==> config.mk <==
export PLATFORM = sky130hd
export DESIGN_NAME = l2_argmax_classify
export DESIGN_NICKNAME = d
export VERILOG_FILES = /design/src/rtl/cnn_pkg.sv /design/src/rtl/argmax_cmp.sv /design/src/rtl/l2_argmax_classify.sv
export SDC_FILE = /design/constraint.sdc
export NUM_CORES = 1
export LEC_CHECK = 0
export CAP_MARGIN = 25
export CORE_ASPECT_RATIO = 1.75
export CORE_MARGIN = 8
export CORE_UTILIZATION = 57
export DETAILED_ROUTE_END_ITERATION = 12
export HOLD_SLACK_MARGIN = 0.03
export PLACE_DENSITY = 0.86
export SLEW_MARGIN = 20
export SYNTH_ARGS = -nofsm -noshare
export SYNTH_HDL_FRONTEND = slang
export SYNTH_SLANG_ARGS = --single-unit
==> constraint.sdc <==
create_clock -name clk -period 6.1 [get_ports clk]
set_input_delay 1.22 -clock clk [delete_from_list [all_inputs] [get_ports clk]]
set_output_delay 1.22 -clock clk [all_outputs]
set_load 0.01 [all_outputs]
==> src/rtl/cnn_pkg.sv <==
// Shared constants and FSM encoding for the CNN classifier back end.
// Latency: n/a (package). Backpressure: n/a.
// Widths are fixed by the ten-score port list of the L2 stage.
package cnn_pkg;

    localparam int NUM_CLASSES = 10;
    localparam int DATA_W      = 8;
    localparam int IDX_W       = 4;

    typedef enum logic [1:0] {
        ST_IDLE = 2'd0,
        ST_SCAN = 2'd1,
        ST_DONE = 2'd2
    } argmax_state_t;

endpackage

==> src/rtl/argmax_cmp.sv <==
// Strict greater-than comparator for class scores, signed or unsigned.
// Latency: combinational. Backpressure: none.
// Ties report 0 so the scan keeps the earlier index.
module argmax_cmp #(
    parameter int DATA_W = 8,
    parameter bit SIGNED = 1'b1
) (
    input  logic [DATA_W-1:0] a,
    input  logic [DATA_W-1:0] b,
    output logic              a_gt_b
);

    assign a_gt_b = SIGNED ? ($signed(a) > $signed(b)) : (a > b);

endmodule

==> src/rtl/l2_argmax_classify.sv <==
// Sequential arg-max over the ten L2 class scores; optional margin output under ARGMAX_MARGIN_EN.
// Latency: out_valid rises on the 10th rising edge after the capture edge.
// Backpressure: result held in DONE until out_ready; in_ready only in IDLE, no input queueing.
module l2_argmax_classify
    import cnn_pkg::*;
#(
    parameter bit SIGNED = 1'b1
) (
    input  logic              clk,
    input  logic              rst_n,
    input  logic              in_valid,
    output logic              in_ready,
    input  logic [DATA_W-1:0] num_0,
    input  logic [DATA_W-1:0] num_1,
    input  logic [DATA_W-1:0] num_2,
    input  logic [DATA_W-1:0] num_3,
    input  logic [DATA_W-1:0] num_4,
    input  logic [DATA_W-1:0] num_5,
    input  logic [DATA_W-1:0] num_6,
    input  logic [DATA_W-1:0] num_7,
    input  logic [DATA_W-1:0] num_8,
    input  logic [DATA_W-1:0] num_9,
    output logic              out_valid,
    input  logic              out_ready,
    output logic [IDX_W-1:0]  digit,
    output logic [DATA_W-1:0] max_score,
    output logic              busy
`ifdef ARGMAX_MARGIN_EN
    ,
    output logic [DATA_W-1:0] margin
`endif
);

    localparam logic [DATA_W-1:0] TYPE_MIN = SIGNED ? {1'b1, {(DATA_W-1){1'b0}}} : '0;
    localparam logic [IDX_W-1:0]  LAST_IDX = IDX_W'(NUM_CLASSES);

    argmax_state_t     state_q;
    logic [DATA_W-1:0] score_q [NUM_CLASSES];
    logic [DATA_W-1:0] in_scores [NUM_CLASSES];
    logic [IDX_W-1:0]  idx_q;
    logic [IDX_W-1:0]  best_idx_q;
    logic [DATA_W-1:0] best_val_q;
    logic [DATA_W-1:0] cur_score;
    logic              cur_gt_best;

    assign in_scores = '{num_0, num_1, num_2, num_3, num_4,
                         num_5, num_6, num_7, num_8, num_9};

    always_comb begin
        cur_score = '0;
        for (int i = 0; i < NUM_CLASSES; i++) begin
            if (idx_q == IDX_W'(i)) begin
                cur_score = score_q[i];
            end
        end
    end

    argmax_cmp #(.DATA_W(DATA_W), .SIGNED(SIGNED)) u_cmp_best (
        .a      (cur_score),
        .b      (best_val_q),
        .a_gt_b (cur_gt_best)
    );

`ifdef ARGMAX_MARGIN_EN
    logic [DATA_W-1:0] second_val_q;
    logic              cur_gt_second;
    logic [DATA_W:0]   diff;
    logic [DATA_W-1:0] margin_sat;

    argmax_cmp #(.DATA_W(DATA_W), .SIGNED(SIGNED)) u_cmp_second (
        .a      (cur_score),
        .b      (second_val_q),
        .a_gt_b (cur_gt_second)
    );

    // best >= second always holds, so the widened difference is never negative
    assign diff = SIGNED ? ({best_val_q[DATA_W-1], best_val_q} - {second_val_q[DATA_W-1], second_val_q})
                         : ({1'b0, best_val_q} - {1'b0, second_val_q});
    assign margin_sat = diff[DATA_W] ? '1 : diff[DATA_W-1:0];
`endif

    always_ff @(posedge clk or negedge rst_n) begin
        if (!rst_n) begin
            state_q    <= ST_IDLE;
            in_ready   <= 1'b1;
            out_valid  <= 1'b0;
            busy       <= 1'b0;
            digit      <= '0;
            max_score  <= '0;
            idx_q      <= '0;
            best_idx_q <= '0;
            best_val_q <= '0;
            for (int i = 0; i < NUM_CLASSES; i++) begin
                score_q[i] <= '0;
            end
`ifdef ARGMAX_MARGIN_EN
            second_val_q <= TYPE_MIN;
            margin       <= '0;
`endif
        end else begin
            case (state_q)
                ST_IDLE: begin
                    if (in_valid) begin
                        for (int i = 0; i < NUM_CLASSES; i++) begin
                            score_q[i] <= in_scores[i];
                        end
                        best_val_q <= num_0;
                        best_idx_q <= '0;
                        idx_q      <= IDX_W'(1);
                        in_ready   <= 1'b0;
                        busy       <= 1'b1;
                        state_q    <= ST_SCAN;
`ifdef ARGMAX_MARGIN_EN
                        second_val_q <= TYPE_MIN;
`endif
                    end
                end
                ST_SCAN: begin
                    // idx runs past the last class for one commit cycle that loads the result regs
                    if (idx_q == LAST_IDX) begin
                        digit     <= best_idx_q;
                        max_score <= best_val_q;
                        out_valid <= 1'b1;
                        state_q   <= ST_DONE;
`ifdef ARGMAX_MARGIN_EN
                        margin    <= margin_sat;
`endif
                    end else begin
                        if (cur_gt_best) begin
                            best_val_q <= cur_score;
                            best_idx_q <= idx_q;
`ifdef ARGMAX_MARGIN_EN
                            second_val_q <= best_val_q;
                        end else if (cur_gt_second) begin
                            second_val_q <= cur_score;
`endif
                        end
                        idx_q <= idx_q + IDX_W'(1);
                    end
                end
                ST_DONE: begin
                    if (out_ready) begin
                        out_valid <= 1'b0;
                        in_ready  <= 1'b1;
                        busy      <= 1'b0;
                        state_q   <= ST_IDLE;
                    end
                end
                default: begin
                    out_valid <= 1'b0;
                    in_ready  <= 1'b1;
                    busy      <= 1'b0;
                    state_q   <= ST_IDLE;
                end
            endcase
        end
    end

endmodule
==> flow_summary.yaml <==
power:
  clkPwrFrac_pct: 22.0
  ir_drop_mv: 0.387
  p_leak_nw: 3.07
  intPower_w: 0.00271
  pwr-share-comb_pct: 45.8
  p_sw_share_pct: 38.8
  p_sw_w: 0.00172
  seqPwrFrac_pct: 32.2
  p_per_area_mw_per_mm2: 618
  p_total_w: 0.00444
yosys:
  synthArstFlopShare_pct: 100
  syn_nets: 597
  ys.flop_type: "dfrtp_1"
  synthTopCellsByArea: "dfrtp_1 (51%), mux2_2 (10%), mux2_1 (6.3%)"
  avgSynthCellArea_um2: 11.1
  ys_seq_elements: 113
  netlist_instances: 501
  yosysSeqAreaShare_pct: 51.0
  synth_top_area_share_pct: 50.5
  synth.distinct_cells: 49
  yosysWarnings: 0
  syn_area_mm2: 0.00555
  synth_edf_count: 0
  synth_area_leader_cell: "dfrtp_1"
clock_tree:
  cts_hold_buf: 0
  tritoncts: "done"
  ctsLongestPathBuffers: 2
  cts_resized: 0
  clkTransAtPathRegs_ns: 0.05
  worstSkewPairLatency_ns: 0.41
  cts_buffers: 17
  cts_sinks: 113
  clockRootBuffer: "clkbuf_16"
  htreeDepth: 4
  post_cts_buffers: 0
global_routing:
  grt_pass1_wl_mm: 23.9
  grt_usage_pct: 23.0
  grt_max_degree: 96
  antenna_found_initial: 0
  grt-ovfl-total: 0
  grt_pass1_vias: 4750
drt:
  vias: 4414
  drtAntennaViolNets: 0
  wl_per_cell_um: 20.4
  drt_wl_total_mm: 14.7
  via_per_inst: 6.11
  drtIter0Drc: 366
  firstDrtPassIters: 6
  drc: 0
finish:
  syn_to_final_growth_pct: 29.2
  final_area_mm2: 0.00717
  antenna_cells: 0
  most-common-layout-cells: "dfrtp_1 (112), clkdlybuf4s50_1 (97), mux2_2 (50)"
  layout_commonest_cell: "dfrtp_1"
  finalNonFillerCells: 722
  final_layout_size_suffix_gt1_share_pct: 15.0
  fin_nets: 684
place:
  dp.cells: 690
  placed_cell_area_mm2: 0.00656
  dp.final_hpwl_mm: 10.5
  place_congestion: 0.967
  numPortBuffers: 98
worst_setup_path:
  crit_type: "flop to flop"
  start_kind: "flop"
  max_stage_delay_ns: 0.79
  critical_path.max_fanout: 28
  r2r-end: "best_idx_q[2]"
  crit_slowest_cell: "ha_1"
  cp.arrival_ns: 4.69
  worstRegToRegCells: 12
  worst_setup_path_end_kind: "flop"
  r2r_slack_ns: 1.71
  r2r_start: "idx_q[1]"
  required_ns: 6.40
  cp_cell_sequence: "inv_1 > ha_1 > or2_0 > nor3_1 > o21ai_0 > o21ai_0 > ha_1 > a2111oi_0 > nand2_1 > o2111ai_4 > nand2_1 > mux2_1"
floorplan:
  boundaryPins: 99
  row_count: 47
  start_util_pct: 58.6
  die_w_um: 90.6
  die_h_um: 147
  coreArea_mm2: 0.00947
  dieArea_mm2: 0.0133
timing:
  setup_tns_ns: 0
  finalCritPeriodShare_pct: 72.0
  worstMarginPinSlew_ns: 0.948
  max_freq_mhz: 228
  rsz0062_at_grt: "false"
  finalMaxSlewViolations: 0
  hold_viol: 0
  maxSlewHeadroom_pct: 36.8
  final-setup-viol-count: 0
  whs_ns: 0.478
  fin_crit_ns: 4.39
  finalClockSkew_ns: 0.00598
worst_hold_path:
  hp-start: "max_score[1]"
  hold_end: "max_score[1]"
  hold_path.class: "flop to flop"
  hold-path-cell-count: 1
run:
  maxCapViolCount: 0
status:
  status: "finished, final reports clean"
-- critical path: cells and delay by family (launching register included) --
family,cells,cell delay (ns)
buf+inv,1,0.13
compound gates,4,1.41
fa+ha+maj,2,1.13
flops,1,0.43
mux,1,0.33
simple gates,4,0.85
-- power groups by stage --
stage	combinational, W	clock (W)	sequential [W]
final	0.00203	0.000976	0.00143
after global routing	0.00221	0.00102	0.00146
after CTS	0.00200	0.000986	0.00141
after detailed placement	0.00197	0	0.00142
after global placement	0.00187	0	0.00140
after floorplan	0.00147	0	0.00131
-- metrics by stage --
stage / setup slack [ns] / utilization, %
after floorplan: 2.85 / -
after global placement: 2.17 / 69.3
after detailed placement: 1.90 / 69.3
after CTS: 1.69 / 75.4
after global routing: 1.43 / 75.8
final: 1.71 / 75.8
-- synth_stat cells, types with 7 or more instances --
cell type  number
ha_1           12
clkbuf_1       15
a211oi_1        8
nand2_1        37
nor2_1         18
a22oi_1         7
o21ai_0        34
inv_1          25
nand3b_1       14
mux2_1         31
nor2b_1        13
a21oi_1        20
dfrtp_1       112
buf_2          15
a221oi_1        8
nand3_1        12
mux2_2         50
-- kinds of logic (layout without fill, tap and decap cells) --
logic type / after synthesis / in the layout / share of synthesized area, %
XOR/XNOR: 1 / 1 / 0.158
AND/OR/NAND/NOR: 123 / 123 / 11.5
adder cells (fa/ha/maj): 12 / 12 / 2.71
multiplexers: 82 / 82 / 16.6
flip-flops: 113 / 113 / 51.0
buffers and inverters: 59 / 158 / 4.44
AO/OA/AOI/OAI: 111 / 111 / 13.6
-- worst max path at each step --
stage                          endpoint  slack [ns]     start  depth (start not counted)
after floorplan           best_idx_q[2]        2.85  idx_q[0]                         13
after global placement    best_idx_q[2]        2.17  idx_q[0]                         12
after detailed placement  best_idx_q[2]        1.90  idx_q[0]                         12
after CTS                 best_idx_q[2]        1.69  idx_q[0]                         12
after global routing      best_idx_q[2]        1.43  idx_q[1]                         12
final                     best_idx_q[2]        1.71  idx_q[1]                         12
-- final cells by class --
type	instances	area (um2)
repair buffers	102	1030
inverters	25	93.8
well taps	122	153
clock inverters	5	75.1
clock buffers	26	509
flip-flops and latches	113	2830
multi-input cells	329	2480
fillers	597	2300
-- metal layers --
| layer | track usage, % | wire length [um] | up-vias |
|---|---|---|---|
| met5 | 0 | 0 | - |
| met3 | 6.11 | 854 | 60 |
| met2 | 41.1 | 7930 | 215 |
| met1 | 23.2 | 5220 | 2179 |
| li1 | - | - | 1960 |
| met4 | 13.3 | 722 | 0 |
-- state kept, by name, summed over array words and instances (netlist names) --
signal,cells
out_valid,1
busy,1
score_q,80
in_ready,1
idx_q,4
best_val_q,8
max_score,8
best_idx_q,4
digit,4
state_q,2
Power figures use the tool's default switching activity.
